**src/rtl/axis_overflow_buffer.sv**
```systemverilog
// Non-stalling AXI-stream FIFO: drops beats while full, counts the drops and flags
// the next (or, in sticky mode, every later) stored beat by OR-ing FLAG_BIT into tdata.
module axis_overflow_buffer #(
  parameter int unsigned DATA_W   = 128,
  parameter int unsigned DEPTH    = 4,
  parameter int unsigned FLAG_BIT = 31,
  parameter int unsigned CNT_W    = 16,
  parameter bit          STICKY   = 1'b0
) (
  input  logic                       aclk,
  input  logic                       aresetn,
  input  logic                       input_axis_tvalid,
  output logic                       input_axis_tready,
  input  logic [DATA_W-1:0]          input_axis_tdata,
  output logic                       output_axis_tvalid,
  input  logic                       output_axis_tready,
  output logic [DATA_W-1:0]          output_axis_tdata,
  input  logic                       clear_stats,
  output logic [CNT_W-1:0]           drop_count,
  output logic                       overflow_active,
  output logic [$clog2(DEPTH):0]     fifo_level,
  output logic [$clog2(DEPTH):0]     high_water
);

  localparam int unsigned AW    = $clog2(DEPTH);
  localparam int unsigned LVL_W = AW + 1;

  logic [DATA_W-1:0] r_mem [DEPTH];
  logic [AW-1:0]     r_wr_ptr;
  logic [AW-1:0]     r_rd_ptr;
  logic [LVL_W-1:0]  r_count;
  logic [LVL_W-1:0]  r_hw;
  logic [CNT_W-1:0]  r_drop_cnt;
  logic              r_ovf;

  logic              w_pop;
  logic              w_push;
  logic              w_drop;
  logic [LVL_W-1:0]  w_count_next;
  logic [DATA_W-1:0] w_stored;
  logic              w_ovf_next;

  assign w_pop        = (r_count != '0) & output_axis_tready;
  // A full FIFO still accepts a beat when the head leaves on the same edge.
  assign w_push       = input_axis_tvalid & ((r_count < LVL_W'(DEPTH)) | w_pop);
  assign w_drop       = input_axis_tvalid & ~w_push;
  assign w_count_next = r_count + LVL_W'(w_push) - LVL_W'(w_pop);
  assign w_stored     = input_axis_tdata | (DATA_W'(r_ovf) << FLAG_BIT);

  always_comb begin
    w_ovf_next = r_ovf;
    if (w_drop) begin
      w_ovf_next = 1'b1;
    end else if (STICKY) begin
      if (clear_stats) w_ovf_next = 1'b0;
    end else if (w_push) begin
      w_ovf_next = 1'b0;
    end
  end

  always_ff @(posedge aclk) begin
    if (w_push) r_mem[r_wr_ptr] <= w_stored;
  end

  always_ff @(posedge aclk or negedge aresetn) begin
    if (!aresetn) begin
      r_wr_ptr   <= '0;
      r_rd_ptr   <= '0;
      r_count    <= '0;
      r_hw       <= '0;
      r_drop_cnt <= '0;
      r_ovf      <= 1'b0;
    end else begin
      if (w_push) r_wr_ptr <= r_wr_ptr + AW'(1);
      if (w_pop)  r_rd_ptr <= r_rd_ptr + AW'(1);
      r_count <= w_count_next;
      r_ovf   <= w_ovf_next;
      if (clear_stats) begin
        r_hw       <= w_count_next;
        r_drop_cnt <= CNT_W'(w_drop);
      end else begin
        if (w_count_next > r_hw) r_hw <= w_count_next;
        if (w_drop && !(&r_drop_cnt)) r_drop_cnt <= r_drop_cnt + CNT_W'(1);
      end
    end
  end

  assign input_axis_tready  = 1'b1;
  assign output_axis_tvalid = (r_count != '0);
  // Gated so the output reads zero whenever the FIFO is empty, including after reset.
  assign output_axis_tdata  = output_axis_tvalid ? r_mem[r_rd_ptr] : '0;
  assign drop_count         = r_drop_cnt;
  assign overflow_active    = r_ovf;
  assign fifo_level         = r_count;
  assign high_water         = r_hw;

endmodule

```
**config.mk**
```make
export PLATFORM = sky130hd
export DESIGN_NAME = axis_overflow_buffer
export DESIGN_NICKNAME = d
export VERILOG_FILES = /design/src/rtl/axis_overflow_buffer.sv
export SDC_FILE = /design/constraint.sdc
export NUM_CORES = 1
export LEC_CHECK = 0
export CAP_MARGIN = 20
export CORE_UTILIZATION = 55
export DETAILED_ROUTE_END_ITERATION = 10
export MAX_ROUTING_LAYER = met4
export PLACE_DENSITY = 0.8
export SKIP_CTS_REPAIR_TIMING = 1
export SYNTH_ARGS = -nofsm -noshare
export SYNTH_HDL_FRONTEND = slang
export SYNTH_SLANG_ARGS = --single-unit
```
**constraint.sdc**
```tcl
create_clock -name aclk -period 7.33 [get_ports aclk]
set_input_delay 1.466 -clock aclk [delete_from_list [all_inputs] [get_ports aclk]]
set_output_delay 1.466 -clock aclk [all_outputs]
set_load 0.05 [all_outputs]
```
==> reports/metrics.csv <==
stage,metric,value,unit
status,status,"complete, no violations",
finish,share of cells above drive strength 1,17.8,%
critical_path,Reg-to-Reg End,high_water[0]$_DFFE_PN0P_,
routing,via count,10200,
min_path,hold path startpoint,high_water[1]$_DFFE_PN0P_,
logic_synthesis,number of synthesized flops with an enable pin,512,
logic_synthesis,Yosys reg bits,539,
logic_synthesis,largest family of logic cells by synthesized area,multiplexers,
logic_synthesis,mux cell area share after synthesis,14.0,%
critical_path,kind of cell adding the most delay to the critical path,buffers and inverters,
pwr,PD cells,466,mW/mm^2
pwr,VDD IR max,516,uV
global_routing,initial antenna violation count,1,
sta,Fin Setup TNS,0,ns
logic_synthesis,Synth cell types,46,
clock_network,Worst-path clk slew,0.06,ns
placed_design,IO buf count,284,
sta,Final Worst Setup Slack,2.28,ns
logic_synthesis,Ys Warns,0,
global_routing,global route overflow,0,
flow_run,max-cap violation count,0,
placed_design,pre-CTS setup slack,2.20,ns
routing,DRC violations left,0,
clock_network,Worst-Skew Late Latency,0.58,ns
sta,Achievable Freq,198,MHz
critical_path,CP bufs+invs,2,
critical_path,CP startpoint kind,flip-flop,
finish,"commonest non-fill, non-tap cells in the layout","512 x edfxtp_1, 284 x clkdlybuf4s50_1, 132 x and2_1",
clock_network,total CTS buffers,52,
critical_path,cells along the critical path,buf_4 > mux4_2 > and2_1 > clkdlybuf4s50_1,
critical_path,Register-to-Register Path Depth,14,
finish,area grow syn2layout,23.6,%
sta,fin crit share,69.0,%
floorplan,Placeable Area,0.0376,mm^2
sta,Rel. slew slack,31.9,%
clock_network,Clock Tree Buf Depth,3,
finish,# nets final,1411,
logic_synthesis,Avg Inst Size Synth,21.7,um^2
placed_design,Final Wtd Congestion,0.819,
routing,Initial DRC Count,665,
routing,Post-Route WL,41600,um
critical_path,Worst Path Max Fanout,66,
floorplan,die area,0.0388,mm^2
clock_network,clock sinks,539,
sta,final-report max-slew violation count,0,
floorplan,Die Width,197,um
logic_synthesis,ys flop type,edfxtp_1,
logic_synthesis,top cell type's share of synthesized area,73.5,%
logic_synthesis,Cells after Synth,964,
pwr,static leakage,0.00840,uW
sta,fin crit period,5.05,ns
critical_path,Worst path max stage delay,1.09,ns
global_routing,Overall Global Routing Usage,22.5,%
critical_path,kind of critical path,flip-flop to primary output,
min_path,worst hold path type,flip-flop to flip-flop,
floorplan,starting density of the core,55.6,%
logic_synthesis,largest cells by area after synthesis,"edfxtp_1 74%, mux4_2 14%, and2_1 3.9%",
global_routing,first-pass GRT wire length,62700,um
sta,worst-margin pin slew,1.02,ns
floorplan,chip height,197,um
logic_synthesis,"Net Count, Synth",1108,
sta,final hold violations,0,
routing,Final ANT Viol Nets,0,
routing,vias per cell,5.59,
logic_synthesis,post-synthesis simple-gate area fraction,5.75,%
global_routing,pin count of the biggest net entering global routing,99,
logic_synthesis,cell taking the most area after synthesis,edfxtp_1,
logic_synthesis,post-synthesis adder-cell area fraction,0.694,%
finish,fin util,68.8,%
sta,clk_skew,0.0137,ns
min_path,hold depth,1,
placed_design,Post-DP HPWL,24000,um
logic_synthesis,sequential share of the synthesized area,76.8,%
critical_path,RR Startpoint,fifo_level[2]$_DFF_PN0_,
routing,WL/cell,22.9,um
clock_network,CTS HTree Levels,2,
sta,final setup violation count,0,
routing,First-pass DRT Iterations,5,
critical_path,Worst Path Arrival,3.59,ns
floorplan,row count,71,
global_routing,vias in the first global route,10700,
min_path,Hold EP,high_water[1]$_DFFE_PN0P_,
logic_synthesis,xor/xnor share of the synthesized area,0.712,%
finish,"commonest non-fill, non-tap cell in the layout",edfxtp_1,
critical_path,CP required,5.86,ns
logic_synthesis,synthesized area,0.0209,mm^2
critical_path,kind of end point of the critical path,primary output,
logic_synthesis,compound-cell area share of the yosys netlist,0.557,%
floorplan,IO Pins,286,
critical_path,Critical-path top delay cell,dfrtp_4,
critical_path,r2r setup slk,2.85,ns
clock_network,Root Buffer,clkbuf_16,
clock_network,CTS tree,done,
sta,unrepaired setup endpoints after global routing,false,
logic_synthesis,Synth async-reset ratio,5.01,%
==> worst max path at each step <==
stage / start / slack (ns) / end / cells after the start
6_report: r_rd_ptr[1]$_DFFE_PN0P_ / 2.28 / output_axis_tdata[50] / 4
3_3_place_gp: output_axis_tready / 2.43 / high_water[2]$_DFFE_PN0P_ / 15
5_1_grt: r_rd_ptr[0]$_DFFE_PN0P_ / 2.15 / output_axis_tdata[104] / 4
4_1_cts: r_rd_ptr[1]$_DFFE_PN0P_ / 2.21 / output_axis_tdata[50] / 4
2_1_floorplan: output_axis_tready / 2.20 / r_mem[0][0]$_DFFE_PP_ / 2
3_5_place_dp: output_axis_tready / 2.20 / high_water[0]$_DFFE_PN0P_ / 15
==> power breakdown <==
part | internal, uW | switching, uW | leakage [uW]
clock network | 1390 | 1060 | 0.000757
registers | 3930 | 239 | 0.00503
logic | 2070 | 3340 | 0.00262
total | 7390 | 4640 | 0.00840
==> state kept, by name (all words and copies together), names as in the netlist <==
signal           flops
fifo_level           3
r_wr_ptr             2
r_mem              512
drop_count          16
overflow_active      1
high_water           3
r_rd_ptr             2
==> routing by layer <==
layer	track usage, %	part of all wire (%)
met1	29.6	41
met2	35.5	50
met3	4.91	6.9
met4	7.32	2.4
met5	-	0
==> worst register-to-register path: cells and delay by family, from the launching register on <==
| kind | cells | cell delay, ns |
|---|---|---|
| xor+xnor | 2 | 0.42 |
| buf+inv | 2 | 0.49 |
| fa+ha+maj | 4 | 1.21 |
| mux | 1 | 0.38 |
| compound gates | 2 | 0.35 |
| simple gates | 3 | 1.10 |
| flops | 1 | 0.44 |
==> area by class of cell <==
cell class	count	area [um^2]
diodes	1	2.50
clock buffers	66	1380
clock inverters	26	171
fillers	2344	11700
inverters	11	41.3
multi-input cells	367	4570
flip-flops and latches	539	16100
well taps	511	639
repair buffers	296	2980
==> synth_stat cells (2+ instances only) <==
master    count
inv_1        11
and3_1        4
nor3_1        3
and2_1      132
mux2_2        3
a21oi_1       2
o21ai_0       3
ha_1         10
nand2_1       9
a211oi_1      3
edfxtp_1    512
mux4_2      128
nand2b_1      2
buf_4         2
clkbuf_1     19
buf_6        11
nor2_1       15
dfrtp_1      27
xor2_1        2
or3_1         2
buf_2         5
xnor2_1      15
nand4_1       6
nand3_1       3
buf_1        10
nor4_2        4
a311oi_1      2
==> stage by stage <==
| stage | instances | hold WS (ns) | power, uW | instance area (um^2) |
|---|---|---|---|---|
| detailed placement | 1724 | 0.529 | 9710 | 24300 |
| finish | 1817 | 0.550 | 12000 | 25800 |
| floorplan | 964 | 0.580 | 8040 | 20900 |
| global route | 1817 | 0.576 | 12500 | 25800 |
| CTS | 1816 | 0.547 | 12200 | 25800 |
| global placement | 1724 | 0.545 | 9640 | 24300 |
==> cell families after synthesis <==
group                    count (synthesis)
other                                    1
flip-flops                             539
XOR/XNOR                                17
AND/OR/NAND/NOR                        192
adder cells (fa/ha/maj)                 11
multiplexers                           132
buffers and inverters                   58
AO/OA/AOI/OAI                           14
Power figures use the tool's default switching activity.
